$ cat src/rtl/mips_ctrl_pkg.sv
// Shared encodings for the multicycle MIPS controller: opcodes, select codes,
// FSM state encodings and the packed strobe bundle driven by the output decoder.
package mips_ctrl_pkg;

    localparam int unsigned OP_W    = 6;
    localparam int unsigned STATE_W = 4;
    localparam int unsigned SEL_W   = 2;

    // Supported opcodes
    localparam logic [OP_W-1:0] OP_RTYPE = 6'b000000;
    localparam logic [OP_W-1:0] OP_ADDI  = 6'b001000;
    localparam logic [OP_W-1:0] OP_LW    = 6'b100011;
    localparam logic [OP_W-1:0] OP_SW    = 6'b101011;
    localparam logic [OP_W-1:0] OP_BEQ   = 6'b000100;
    localparam logic [OP_W-1:0] OP_J     = 6'b000010;

    // ALU operation class
    localparam logic [SEL_W-1:0] ALUOP_RTYPE = 2'b00;
    localparam logic [SEL_W-1:0] ALUOP_ADD   = 2'b01;
    localparam logic [SEL_W-1:0] ALUOP_SUB   = 2'b10;

    // ALU operand B select
    localparam logic [SEL_W-1:0] SRCB_REG     = 2'd0;
    localparam logic [SEL_W-1:0] SRCB_FOUR    = 2'd1;
    localparam logic [SEL_W-1:0] SRCB_IMM     = 2'd2;
    localparam logic [SEL_W-1:0] SRCB_IMM_SH2 = 2'd3;

    // Next-PC source select
    localparam logic [SEL_W-1:0] PCSRC_ALU    = 2'd0;
    localparam logic [SEL_W-1:0] PCSRC_ALUOUT = 2'd1;
    localparam logic [SEL_W-1:0] PCSRC_JUMP   = 2'd2;

    typedef enum logic [STATE_W-1:0] {
        S_FETCH  = 4'd0,
        S_DECODE = 4'd1,
        S_MEMADR = 4'd2,
        S_MEMRD  = 4'd3,
        S_MEMWB  = 4'd4,
        S_MEMWR  = 4'd5,
        S_EXEC   = 4'd6,
        S_RWB    = 4'd7,
        S_BRANCH = 4'd8,
        S_JUMP   = 4'd9,
        S_ADDIEX = 4'd10,
        S_ADDIWB = 4'd11
    } state_t;

    // Datapath strobes and selects produced from the current state
    typedef struct packed {
        logic             pc_write;
        logic             pc_write_cond;
        logic             iord;
        logic             mem_read;
        logic             mem_write;
        logic             ir_write;
        logic             mem_to_reg;
        logic             reg_dst;
        logic             reg_write;
        logic             alu_src_a;
        logic             ext_op;
        logic [SEL_W-1:0] alu_src_b;
        logic [SEL_W-1:0] alu_op;
        logic [SEL_W-1:0] pc_source;
        logic             instr_done;
    } ctrl_t;

endpackage

$ cat src/rtl/multicycle_control_if.sv
// Controller <-> datapath signal bundle; the controller is the master side.
interface multicycle_control_if;

    logic [mips_ctrl_pkg::OP_W-1:0]    Op_i;
    logic                              mem_ready_i;

    logic                              PCWrite_o;
    logic                              PCWriteCond_o;
    logic                              IorD_o;
    logic                              MemRead_o;
    logic                              MemWrite_o;
    logic                              IRWrite_o;
    logic                              MemtoReg_o;
    logic                              RegDst_o;
    logic                              RegWrite_o;
    logic                              ALUSrcA_o;
    logic                              ExtOp_o;
    logic [mips_ctrl_pkg::SEL_W-1:0]   ALUSrcB_o;
    logic [mips_ctrl_pkg::SEL_W-1:0]   ALUOp_o;
    logic [mips_ctrl_pkg::SEL_W-1:0]   PCSource_o;
    logic                              instr_done_o;
    logic                              illegal_o;
    logic [mips_ctrl_pkg::STATE_W-1:0] state_o;

    // Controller view
    modport master (
        input  Op_i, mem_ready_i,
        output PCWrite_o, PCWriteCond_o, IorD_o, MemRead_o, MemWrite_o,
               IRWrite_o, MemtoReg_o, RegDst_o, RegWrite_o, ALUSrcA_o,
               ExtOp_o, ALUSrcB_o, ALUOp_o, PCSource_o, instr_done_o,
               illegal_o, state_o
    );

    // Datapath / memory view
    modport slave (
        output Op_i, mem_ready_i,
        input  PCWrite_o, PCWriteCond_o, IorD_o, MemRead_o, MemWrite_o,
               IRWrite_o, MemtoReg_o, RegDst_o, RegWrite_o, ALUSrcA_o,
               ExtOp_o, ALUSrcB_o, ALUOp_o, PCSource_o, instr_done_o,
               illegal_o, state_o
    );

endinterface

$ cat src/rtl/multicycle_ctrl_outdec.sv
// Moore output decoder: maps the current state (and memory-ready for the
// cycles that complete an access) onto the datapath strobes.
module multicycle_ctrl_outdec
    import mips_ctrl_pkg::*;
(
    input  state_t state_i,
    input  logic   mem_ready_i,
    output ctrl_t  ctrl_o
);

    // Strobe table; anything not set for a state stays 0
    always_comb begin
        ctrl_o = '0;
        case (state_i)
            S_FETCH: begin
                ctrl_o.mem_read  = 1'b1;
                ctrl_o.iord      = 1'b0;
                ctrl_o.alu_src_a = 1'b0;
                ctrl_o.alu_src_b = SRCB_FOUR;
                ctrl_o.alu_op    = ALUOP_ADD;
                ctrl_o.pc_source = PCSRC_ALU;
                // IR and PC commit only on the cycle the instruction word arrives
                ctrl_o.ir_write  = mem_ready_i;
                ctrl_o.pc_write  = mem_ready_i;
            end
            S_DECODE: begin
                ctrl_o.alu_src_a = 1'b0;
                ctrl_o.alu_src_b = SRCB_IMM_SH2;
                ctrl_o.alu_op    = ALUOP_ADD;
                ctrl_o.ext_op    = 1'b1;
            end
            S_MEMADR: begin
                ctrl_o.alu_src_a = 1'b1;
                ctrl_o.alu_src_b = SRCB_IMM;
                ctrl_o.alu_op    = ALUOP_ADD;
                ctrl_o.ext_op    = 1'b1;
            end
            S_MEMRD: begin
                ctrl_o.mem_read = 1'b1;
                ctrl_o.iord     = 1'b1;
            end
            S_MEMWB: begin
                ctrl_o.reg_dst    = 1'b0;
                ctrl_o.mem_to_reg = 1'b1;
                ctrl_o.reg_write  = 1'b1;
                ctrl_o.instr_done = 1'b1;
            end
            S_MEMWR: begin
                ctrl_o.mem_write  = 1'b1;
                ctrl_o.iord       = 1'b1;
                ctrl_o.instr_done = mem_ready_i;
            end
            S_EXEC: begin
                ctrl_o.alu_src_a = 1'b1;
                ctrl_o.alu_src_b = SRCB_REG;
                ctrl_o.alu_op    = ALUOP_RTYPE;
            end
            S_RWB: begin
                ctrl_o.reg_dst    = 1'b1;
                ctrl_o.mem_to_reg = 1'b0;
                ctrl_o.reg_write  = 1'b1;
                ctrl_o.instr_done = 1'b1;
            end
            S_BRANCH: begin
                ctrl_o.alu_src_a     = 1'b1;
                ctrl_o.alu_src_b     = SRCB_REG;
                ctrl_o.alu_op        = ALUOP_SUB;
                ctrl_o.pc_write_cond = 1'b1;
                ctrl_o.pc_source     = PCSRC_ALUOUT;
                ctrl_o.instr_done    = 1'b1;
            end
            S_JUMP: begin
                ctrl_o.pc_write   = 1'b1;
                ctrl_o.pc_source  = PCSRC_JUMP;
                ctrl_o.instr_done = 1'b1;
            end
            S_ADDIEX: begin
                ctrl_o.alu_src_a = 1'b1;
                ctrl_o.alu_src_b = SRCB_IMM;
                ctrl_o.alu_op    = ALUOP_ADD;
                ctrl_o.ext_op    = 1'b0;
            end
            S_ADDIWB: begin
                ctrl_o.reg_dst    = 1'b0;
                ctrl_o.mem_to_reg = 1'b0;
                ctrl_o.reg_write  = 1'b1;
                ctrl_o.instr_done = 1'b1;
            end
            default: ctrl_o = '0;
        endcase
    end

endmodule

$ cat src/rtl/multicycle_control.sv
// Multicycle MIPS main controller: state register, next-state logic and the
// opcode latch; strobe decode lives in multicycle_ctrl_outdec.
module multicycle_control
    import mips_ctrl_pkg::*;
(
    input  logic                 clk_i,
    input  logic                 rst_i,
    multicycle_control_if.master bus
);

    state_t            state_q;
    state_t            state_d;
    logic [OP_W-1:0]   op_q;
    logic [OP_W-1:0]   op_d;
    logic              ready_c;
    logic              illegal_c;
    ctrl_t             ctrl_c;

    // Reset masks memory-ready so IRWrite/PCWrite stay low while held in FETCH
    assign ready_c = bus.mem_ready_i & rst_i;

    // State register and DECODE-time opcode latch
    always_ff @(posedge clk_i or negedge rst_i) begin
        if (!rst_i) begin
            state_q <= S_FETCH;
            op_q    <= '0;
        end else begin
            state_q <= state_d;
            op_q    <= op_d;
        end
    end

    // Next-state selection; opcode is only looked at in DECODE
    always_comb begin
        state_d   = state_q;
        op_d      = op_q;
        illegal_c = 1'b0;
        case (state_q)
            S_FETCH: begin
                if (ready_c) state_d = S_DECODE;
            end
            S_DECODE: begin
                op_d = bus.Op_i;
                case (bus.Op_i)
                    OP_RTYPE:     state_d = S_EXEC;
                    OP_ADDI:      state_d = S_ADDIEX;
                    OP_LW, OP_SW: state_d = S_MEMADR;
                    OP_BEQ:       state_d = S_BRANCH;
                    OP_J:         state_d = S_JUMP;
                    default: begin
                        state_d   = S_FETCH;
                        illegal_c = 1'b1;
                    end
                endcase
            end
            S_MEMADR: begin
                if (op_q == OP_SW)      state_d = S_MEMWR;
                else if (op_q == OP_LW) state_d = S_MEMRD;
                else                    state_d = S_FETCH;
            end
            S_MEMRD: begin
                if (ready_c) state_d = S_MEMWB;
            end
            S_MEMWR: begin
                if (ready_c) state_d = S_FETCH;
            end
            S_EXEC:   state_d = S_RWB;
            S_ADDIEX: state_d = S_ADDIWB;
            S_MEMWB, S_RWB, S_ADDIWB, S_BRANCH, S_JUMP: state_d = S_FETCH;
            default:  state_d = S_FETCH;
        endcase
    end

    multicycle_ctrl_outdec u_outdec (
        .state_i     (state_q),
        .mem_ready_i (ready_c),
        .ctrl_o      (ctrl_c)
    );

    // Fan the strobe bundle out onto the interface
    assign bus.PCWrite_o     = ctrl_c.pc_write;
    assign bus.PCWriteCond_o = ctrl_c.pc_write_cond;
    assign bus.IorD_o        = ctrl_c.iord;
    assign bus.MemRead_o     = ctrl_c.mem_read;
    assign bus.MemWrite_o    = ctrl_c.mem_write;
    assign bus.IRWrite_o     = ctrl_c.ir_write;
    assign bus.MemtoReg_o    = ctrl_c.mem_to_reg;
    assign bus.RegDst_o      = ctrl_c.reg_dst;
    assign bus.RegWrite_o    = ctrl_c.reg_write;
    assign bus.ALUSrcA_o     = ctrl_c.alu_src_a;
    assign bus.ExtOp_o       = ctrl_c.ext_op;
    assign bus.ALUSrcB_o     = ctrl_c.alu_src_b;
    assign bus.ALUOp_o       = ctrl_c.alu_op;
    assign bus.PCSource_o    = ctrl_c.pc_source;
    assign bus.instr_done_o  = ctrl_c.instr_done;
    assign bus.illegal_o     = illegal_c;
    assign bus.state_o       = STATE_W'(state_q);

endmodule

$ cat src/flat_wrapper.sv
// flat-port wrapper written by rule: the top's interface ports become plain ports
module multicycle_control_flat import mips_ctrl_pkg::*;
  (clk_i, rst_i, bus_Op_i, bus_mem_ready_i, bus_PCWrite_o, bus_PCWriteCond_o, bus_IorD_o, bus_MemRead_o, bus_MemWrite_o, bus_IRWrite_o, bus_MemtoReg_o, bus_RegDst_o, bus_RegWrite_o, bus_ALUSrcA_o, bus_ExtOp_o, bus_ALUSrcB_o, bus_ALUOp_o, bus_PCSource_o, bus_instr_done_o, bus_illegal_o, bus_state_o);
  multicycle_control_if bus_i ();
  input  logic clk_i;
  input  logic rst_i;
  input wire logic [$bits(bus_i.Op_i)-1:0] bus_Op_i;
  input wire logic [$bits(bus_i.mem_ready_i)-1:0] bus_mem_ready_i;
  output wire logic [$bits(bus_i.PCWrite_o)-1:0] bus_PCWrite_o;
  output wire logic [$bits(bus_i.PCWriteCond_o)-1:0] bus_PCWriteCond_o;
  output wire logic [$bits(bus_i.IorD_o)-1:0] bus_IorD_o;
  output wire logic [$bits(bus_i.MemRead_o)-1:0] bus_MemRead_o;
  output wire logic [$bits(bus_i.MemWrite_o)-1:0] bus_MemWrite_o;
  output wire logic [$bits(bus_i.IRWrite_o)-1:0] bus_IRWrite_o;
  output wire logic [$bits(bus_i.MemtoReg_o)-1:0] bus_MemtoReg_o;
  output wire logic [$bits(bus_i.RegDst_o)-1:0] bus_RegDst_o;
  output wire logic [$bits(bus_i.RegWrite_o)-1:0] bus_RegWrite_o;
  output wire logic [$bits(bus_i.ALUSrcA_o)-1:0] bus_ALUSrcA_o;
  output wire logic [$bits(bus_i.ExtOp_o)-1:0] bus_ExtOp_o;
  output wire logic [$bits(bus_i.ALUSrcB_o)-1:0] bus_ALUSrcB_o;
  output wire logic [$bits(bus_i.ALUOp_o)-1:0] bus_ALUOp_o;
  output wire logic [$bits(bus_i.PCSource_o)-1:0] bus_PCSource_o;
  output wire logic [$bits(bus_i.instr_done_o)-1:0] bus_instr_done_o;
  output wire logic [$bits(bus_i.illegal_o)-1:0] bus_illegal_o;
  output wire logic [$bits(bus_i.state_o)-1:0] bus_state_o;
  assign bus_i.Op_i = bus_Op_i;
  assign bus_i.mem_ready_i = bus_mem_ready_i;
  assign bus_PCWrite_o = bus_i.PCWrite_o;
  assign bus_PCWriteCond_o = bus_i.PCWriteCond_o;
  assign bus_IorD_o = bus_i.IorD_o;
  assign bus_MemRead_o = bus_i.MemRead_o;
  assign bus_MemWrite_o = bus_i.MemWrite_o;
  assign bus_IRWrite_o = bus_i.IRWrite_o;
  assign bus_MemtoReg_o = bus_i.MemtoReg_o;
  assign bus_RegDst_o = bus_i.RegDst_o;
  assign bus_RegWrite_o = bus_i.RegWrite_o;
  assign bus_ALUSrcA_o = bus_i.ALUSrcA_o;
  assign bus_ExtOp_o = bus_i.ExtOp_o;
  assign bus_ALUSrcB_o = bus_i.ALUSrcB_o;
  assign bus_ALUOp_o = bus_i.ALUOp_o;
  assign bus_PCSource_o = bus_i.PCSource_o;
  assign bus_instr_done_o = bus_i.instr_done_o;
  assign bus_illegal_o = bus_i.illegal_o;
  assign bus_state_o = bus_i.state_o;
  multicycle_control u_core (.clk_i(clk_i), .rst_i(rst_i), .bus(bus_i));
endmodule
$ cat config.mk
export PLATFORM = sky130hd
export DESIGN_NAME = multicycle_control_flat
export DESIGN_NICKNAME = d
export VERILOG_FILES = /design/src/rtl/mips_ctrl_pkg.sv /design/src/rtl/multicycle_control_if.sv /design/src/rtl/multicycle_ctrl_outdec.sv /design/src/rtl/multicycle_control.sv /design/src/flat_wrapper.sv
export SDC_FILE = /design/constraint.sdc
export NUM_CORES = 1
export LEC_CHECK = 0
export ABC_AREA = 1
export ABC_CLOCK_PERIOD_IN_PS = 1400
export CORE_UTILIZATION = 42
export CTS_CLUSTER_DIAMETER = 150
export DETAILED_ROUTE_END_ITERATION = 8
export GPL_ROUTABILITY_DRIVEN = 0
export PLACE_DENSITY = 0.86
export SLEW_MARGIN = 5
export SYNTH_ARGS = -nofsm -noshare
export SYNTH_HDL_FRONTEND = slang
export SYNTH_SLANG_ARGS = --single-unit
$ cat constraint.sdc
create_clock -name clk_i -period 1.4 [get_ports clk_i]
set_clock_uncertainty 0.1 [all_clocks]
set_input_delay 0.35 -clock clk_i [delete_from_list [all_inputs] [get_ports clk_i]]
set_output_delay 0.35 -clock clk_i [all_outputs]
set_load 0.1 [all_outputs]
==> metrics.txt, run 1 <==
Initial Utilization=44.57%; Ports=32; post-synthesis sequential area ratio=32.52%; top cells by area, synth=dfrtp_1 33%, nand2_1 16%, nor2_1 9.3%, nand3_1 7.2%, inv_1 5.9%; Distinct cells, synth=20; most frequent cell after synthesis=nand2_1; Die H=44.81 um; EDFF count, synth=0; async set-reset flop share out of synthesis=100.0%; top post-synthesis cells by count=32 x nand2_1, 19 x nor2_1, 12 x inv_1, 11 x nand3_1, 10 x dfrtp_1; Port Buffers=31; FF+latch count, synth=10; Synth top area share=32.52%; Last stage=detailed placement (3_5_place_dp); Yosys top cell by area=dfrtp_1; Post-Syn Nets=131; cell count after synthesis=122; Row Count=15; ys flop type=dfrtp_1; tool error=[ERROR DPL-0038] Utilization greater than 100%, impossible to legalize; Die Wd=44.81 um; Mapped Area=769.5 um^2; Synth warnings=0; syn_area_per_cell=6.307 um^2; run status=aborted with a tool error
## stage by stage
step           hold slack, ns  cell area, um^2
3_3_place_gp           0.3584             1832
2_1_floorplan        -0.04559            970.9
## kinds of logic after synthesis
family / after synthesis / synth area share, %
AOI/OAI and AO/OA: 14 / 9.918
buffers and inverters: 22 / 12.20
DFF: 10 / 32.52
and+or+nand+nor: 76 / 45.37
==> run 2: changes to the inputs <==
- CORE_AREA: not set -> 2 2 63 65
- CORE_UTILIZATION: 42 -> not set
- CTS_CLUSTER_DIAMETER: 150 -> not set
- DIE_AREA: not set -> 0 0 65 67
- PLACE_DENSITY: 0.86 -> not set
- PLACE_DENSITY_LB_ADDON: not set -> 0.15
==> run 2 against run 1 <==
Net effect: the flow now finishes, with violations (negative setup slack); synthesized cell count stayed put; area after synthesis stayed put.
==> metrics.txt, run 2 <==
fin nets=234; Skew-Pair Late Insertion Delay=0.24 ns; Total Wirelength=3297 um; commonest non-fill, non-tap cell in the layout=buf_4; layout cells sized above 1=72.32%; max_slew headroom=86.39%; ys flop type=dfrtp_1; Power Total=4.128 mW; htree depth=1; Critical Path AT=1.54 ns; RSZ-0062 raised after global routing=yes; Port Buffers=31 (unchanged); worst r2r dst=u_core.bus.state_o[0]; iteration-0 DRC count of the detailed router=19; non-filler instance count after layout=272; via count=1,170; Pwr Density=1695 nW/um^2; Layout Area Growth over Synthesis=216.4%; Die Wd=65 um (+45%); failing checks=negative setup slack; max frequency=0.5036 GHz; Largest register FFs=6; Post-Syn Nets=131 (unchanged); Fin. Hold Viols=0; post-synthesis sequential area ratio=32.52% (unchanged); # setup viols final=26; Worst Max-Slew Pin Slew=0.2041 ns; drt drc=0; final setup margin=-0.5857 ns; largest net degree at the start of global routing=11; run status=finished with violations; Synth top area share=32.52% (unchanged); async set-reset flop share out of synthesis=100.0% (unchanged); Final Max Slew Viols=0; Num CTS Buffers=3; Via density=4.301; cell leakage power=1.097 nW; maxcap violations=0; Max Root-Sink Buffers=2; first-pass GRT wire length=5223 um; Distinct cells, synth=20 (unchanged); most frequent cell after synthesis=nand2_1; EDFF count, synth=0 (unchanged); Row Count=22 (+7); Yosys top cell by area=dfrtp_1; Root Driver=clkbuf_8; Initial Utilization=21.34% (-23 points); largest reg by FF count=u_core.op_q; clock tree sinks=10; Die H=67 um (+50%); Fillers=261; total core area=3606 um^2; die footprint=4355 um^2; wire per inst=12.12 um; CTS clock-pin slew for the worst setup and hold paths=0.05 ns; r2r startpoint=u_core.bus.state_o[2]; Reg2Reg Depth=11; crit end category=output pin; Mapped Area=769.5 um^2 (unchanged); Congestion Overflow GR=0; most frequent cells in the layout=45 x buf_4, 26 x buf_12, 21 x nand2_1, 21 x buf_6, 13 x nor2_4; Tcrit/Tclk final=141.8%; hold_sp=bus_Op_i[0]; FF+latch count, synth=10 (unchanged); cell count after synthesis=122 (unchanged); number of global-route vias before repair=1,201; Final Instance Area=2435 um^2; Worst EP required=0.95 ns; final core area utilization=67.52%; syn_area_per_cell=6.307 um^2 (unchanged); slack of the worst reg-to-reg path=-0.33 ns; Post-DRT Antenna Nets=0; cts hold-fix bufs=0; Tmin final=1.986 ns; dpl cell area=1883 um^2; setup_tns=-11.49 ns; Min-Delay Path Class=input port to register; FF+latch area=265.3 um^2; Crit Path Max Fanout=4; VDD IR-drop max=0.9165 mV; initial antenna violation count=0; DP Cell Count=243; Detailed Routing Iterations Pass 1=4; WS Path Type=register to output pin; CP Launch Point=u_core.bus.state_o[2]; Diodes inserted=0; Ports=32 (unchanged); Critical Path Start Type=register; top cells by area, synth=dfrtp_1 33%, nand2_1 16%, nor2_1 9.3%, nand3_1 7.2%, inv_1 5.9%; hold worst-path end=u_core.op_q[0]; Total GRT Usage=15.41%; top post-synthesis cells by count=32 x nand2_1, 19 x nor2_1, 12 x inv_1, 11 x nand3_1, 10 x dfrtp_1; Hold Path Cell Cnt=3; TritonCTS clock tree=built; area occupied by multi-input gates=768.2 um^2; post-DP HPWL=2233 um; Synth warnings=0 (unchanged)
[run 2: cell counts after synthesis]
No cell type changed its count.
[run 2: area by class of cell]
class	count	share of cell area [%]
repair buffers	100	48.15
multi-input cells	90	31.55
flip-flops and latches	10	10.89
inverters	20	4.676
well taps	48	2.467
clock buffers	4	2.261
[run 2: worst max-delay path, stage by stage, from the launching register on]
cell and delay (ns):
dfrtp_4 0.54, inv_6 0.11, nand2_8 0.07, buf_6 0.13, nor2_4 0.13, inv_4 0.07
nand2_4 0.07, buf_12 0.16
[run 2: repair_timing]
action / in CTS / in global routing
pin swaps: 14 / 14
setup endpoints to repair: 29 / 32
gates resized for setup: 59 / 41
setup buffers: 23 / 8
[run 2: how the worst max path moves through the flow]
stage | depth (start not counted) | slack (ns) | end
2_1_floorplan | 5 | -1.19 | bus_instr_done_o
3_3_place_gp | 9 | -0.70 | bus_illegal_o
3_5_place_dp | 9 | -0.73 | bus_illegal_o
4_1_cts | 6 | -0.58 | bus_instr_done_o
5_1_grt | 7 | -0.64 | bus_MemRead_o
6_report | 7 | -0.59 | bus_ALUSrcA_o
[run 2: power by group]
part | internal [mW] | leakage (nW) | switching (mW)
registers | 0.414 | 0.120 | 0.0986
logic | 1.33 | 0.948 | 1.92
clock network | 0.248 | 0.0288 | 0.119
total | 1.99 | 1.10 | 2.14
[run 2: cell families (layout without fill, tap and decap cells)]
| kind of cell | after synthesis | in the layout | synth area share (%) |
|---|---|---|---|
| compound gates | 14 | 14 | 9.918 |
| buf+inv | 22 | 124 | 12.20 |
| flops | 10 | 10 | 32.52 |
| simple gates | 76 | 76 | 45.37 |
[run 2: routing by layer]
metal  wire length (um)  track usage, %
met5                  0               0
met4                 11           3.989
met3                 95           2.703
met2               1932           30.80
met1               1256           16.43
[run 2: per-stage QoR]
step           setup slack [ns]  hold WS, ns
3_3_place_gp            -0.7011       0.3596
6_report                -0.5857       0.2369
5_1_grt                 -0.6354       0.2456
3_5_place_dp            -0.7288       0.3681
4_1_cts                 -0.5807       0.2407
2_1_floorplan            -1.186     -0.04559
(Power assumes the default switching activity.)
==> run 3: changes to the inputs <==
- PLACE_DENSITY_LB_ADDON: 0.15 -> 0.1
==> run 3 against run 2 <==
Net effect: the flow still finishes with violations (negative setup slack); flip-flop and latch count did not move; die area did not move; sequential share of layout area is 0.83 points higher; fmax shrank 0.13%; largest cell class unchanged; highest routed layer unchanged.
==> metrics.txt, run 3 (synthesis results as in run 2) <==
run status=finished with violations; failing checks=negative setup slack; Layout Area Growth over Synthesis=194.0%; Fillers=291 (+11%); Die H=67 um (unchanged); Port Buffers=31 (unchanged); iteration-0 DRC count of the detailed router=18 (-1); Post-DRT Antenna Nets=0 (unchanged); dpl cell area=1868 um^2 (-0.80%); Detailed Routing Iterations Pass 1=4 (unchanged); Crit Path Max Fanout=4 (unchanged); Die Wd=65 um (unchanged); commonest non-fill, non-tap cell in the layout=buf_4; final setup margin=-0.5882 ns (-0.002566 ns); largest net degree at the start of global routing=11 (unchanged); VDD IR-drop max=0.8285 mV (-9.6%); Total Wirelength=3053 um (-7.4%); Critical Path AT=1.54 ns (about the same); Total GRT Usage=15.08% (-0.33 points); Ports=32 (unchanged); max_slew headroom=86.52% (+0.13 points); first-pass GRT wire length=5030 um (-3.7%); Largest register FFs=6 (unchanged); CTS clock-pin slew for the worst setup and hold paths=0.05 ns (about the same); RSZ-0062 raised after global routing=yes; Via density=4.340 (+0.89%); cell leakage power=1.029 nW (-6.2%); Worst EP required=0.95 ns (about the same); number of global-route vias before repair=1,156 (-3.7%); fin nets=224 (-4.3%); via count=1,137 (-2.8%); Min-Delay Path Class=input port to async pin; Skew-Pair Late Insertion Delay=0.24 ns (about the same); drt drc=0 (unchanged); Tmin final=1.988 ns (+0.002566 ns); initial antenna violation count=0 (unchanged); crit end category=output pin; layout cells sized above 1=64.95% (-7.4 points); die footprint=4355 um^2 (unchanged); Worst Max-Slew Pin Slew=0.2015 ns (-0.002622 ns); TritonCTS clock tree=built; clock tree sinks=10 (unchanged); Max Root-Sink Buffers=2 (unchanged); slack of the worst reg-to-reg path=-0.31 ns (+0.02 ns); htree depth=1 (unchanged); post-DP HPWL=2306 um (+3.3%); final hold slack=0.3704 ns (+0.1336 ns); Pwr Density=1754 nW/um^2 (+3.4%); maxcap violations=0 (unchanged); Congestion Overflow GR=0 (unchanged); max frequency=0.5030 GHz (-0.13%); wire per inst=11.65 um (-3.9%); Diodes inserted=0 (unchanged); Fin. Hold Viols=0 (unchanged); largest reg by FF count=u_core.op_q; most frequent cells in the layout=37 x buf_4, 25 x buf_12, 24 x nand2_1; Root Driver=clkbuf_8; Num CTS Buffers=3 (unchanged); Critical Path Start Type=register; total core area=3606 um^2 (unchanged); WS Path Type=register to output pin; Row Count=22 (unchanged); Final Instance Area=2262 um^2 (-7.1%); # setup viols final=26 (unchanged); Final Max Slew Viols=0 (unchanged); Initial Utilization=21.34% (unchanged); Tcrit/Tclk final=142.0% (+0.18 points)
## run 3: area by class of cell
cell class | instances | area (um^2) | area share (%)
clock buffer | 4 | 45.04 | 1.991
timing repair buffer | 90 | 1076 | 47.57
inverter | 20 | 106.4 | 4.701
tap | 48 | 60.06 | 2.655
multi-input combinational | 90 | 709.4 | 31.36
sequential | 10 | 265.3 | 11.73
## run 3: report_power, final
group / internal (mW) / switching (mW) / total (mW) / leakage (nW)
Sequential: 0.414 / 0.0839 / 0.497 / 0.120
Clock: 0.199 / 0.112 / 0.311 / 0.0228
Combinational: 1.29 / 1.87 / 3.16 / 0.886
Total: 1.90 / 2.07 / 3.97 / 1.03
## run 3: path summary, 6_finish.rpt
path / startpoint / end / cells past startpoint
setup reg to reg: u_core.bus.state_o[2] / u_core.bus.state_o[2] / 11
min in group clk_i: u_core.op_q[0] / u_core.op_q[0] / 2
hold reg to reg: u_core.op_q[0] / u_core.op_q[0] / 2
max in group asynchronous: rst_i / u_core.bus.state_o[3] / 2
setup / recovery: u_core.bus.state_o[2] / bus_ALUSrcA_o / 7
hold / removal: rst_i / u_core.bus.state_o[0] / 2
## run 3: critical path, stage by stage (launching register included)
cell and delay [ns]:
dfrtp_4 0.52, inv_4 0.09, nand2_4 0.09, buf_6 0.15, nor2_4 0.13, inv_4 0.07
nand2_4 0.07, buf_12 0.16
## run 3: timing repair
action | in CTS | in global routing
endpoints found under the setup margin | 31 | 31
pin swaps | 10 | 5
hold buffers | 0 | 0
setup buffers | 14 | 9
gates resized for setup | 56 | 8
## run 3: layer usage
layer,global-route usage (%),share of wire (%)
met1,17.01,38
met2,29.51,57
met3,3.378,4.4
met4,1.596,0.46
met5,0,0
## run 3: metrics by stage
stage / setup WS, ns / power, mW / utilization [%] / cells / TNS, ns
6_report: -0.5882 / 3.967 / 62.73 / 262 / -11.93
3_5_place_dp: -0.7274 / 3.202 / 51.80 / 241 / -7.711
3_3_place_gp: -0.6958 / 3.170 / 51.80 / 241 / -7.364
5_1_grt: -0.6468 / 4.160 / 62.73 / 262 / -13.30
2_1_floorplan: -1.186 / 2.196 / - / 122 / -15.87
4_1_cts: -0.5805 / 3.916 / 60.83 / 256 / -11.51
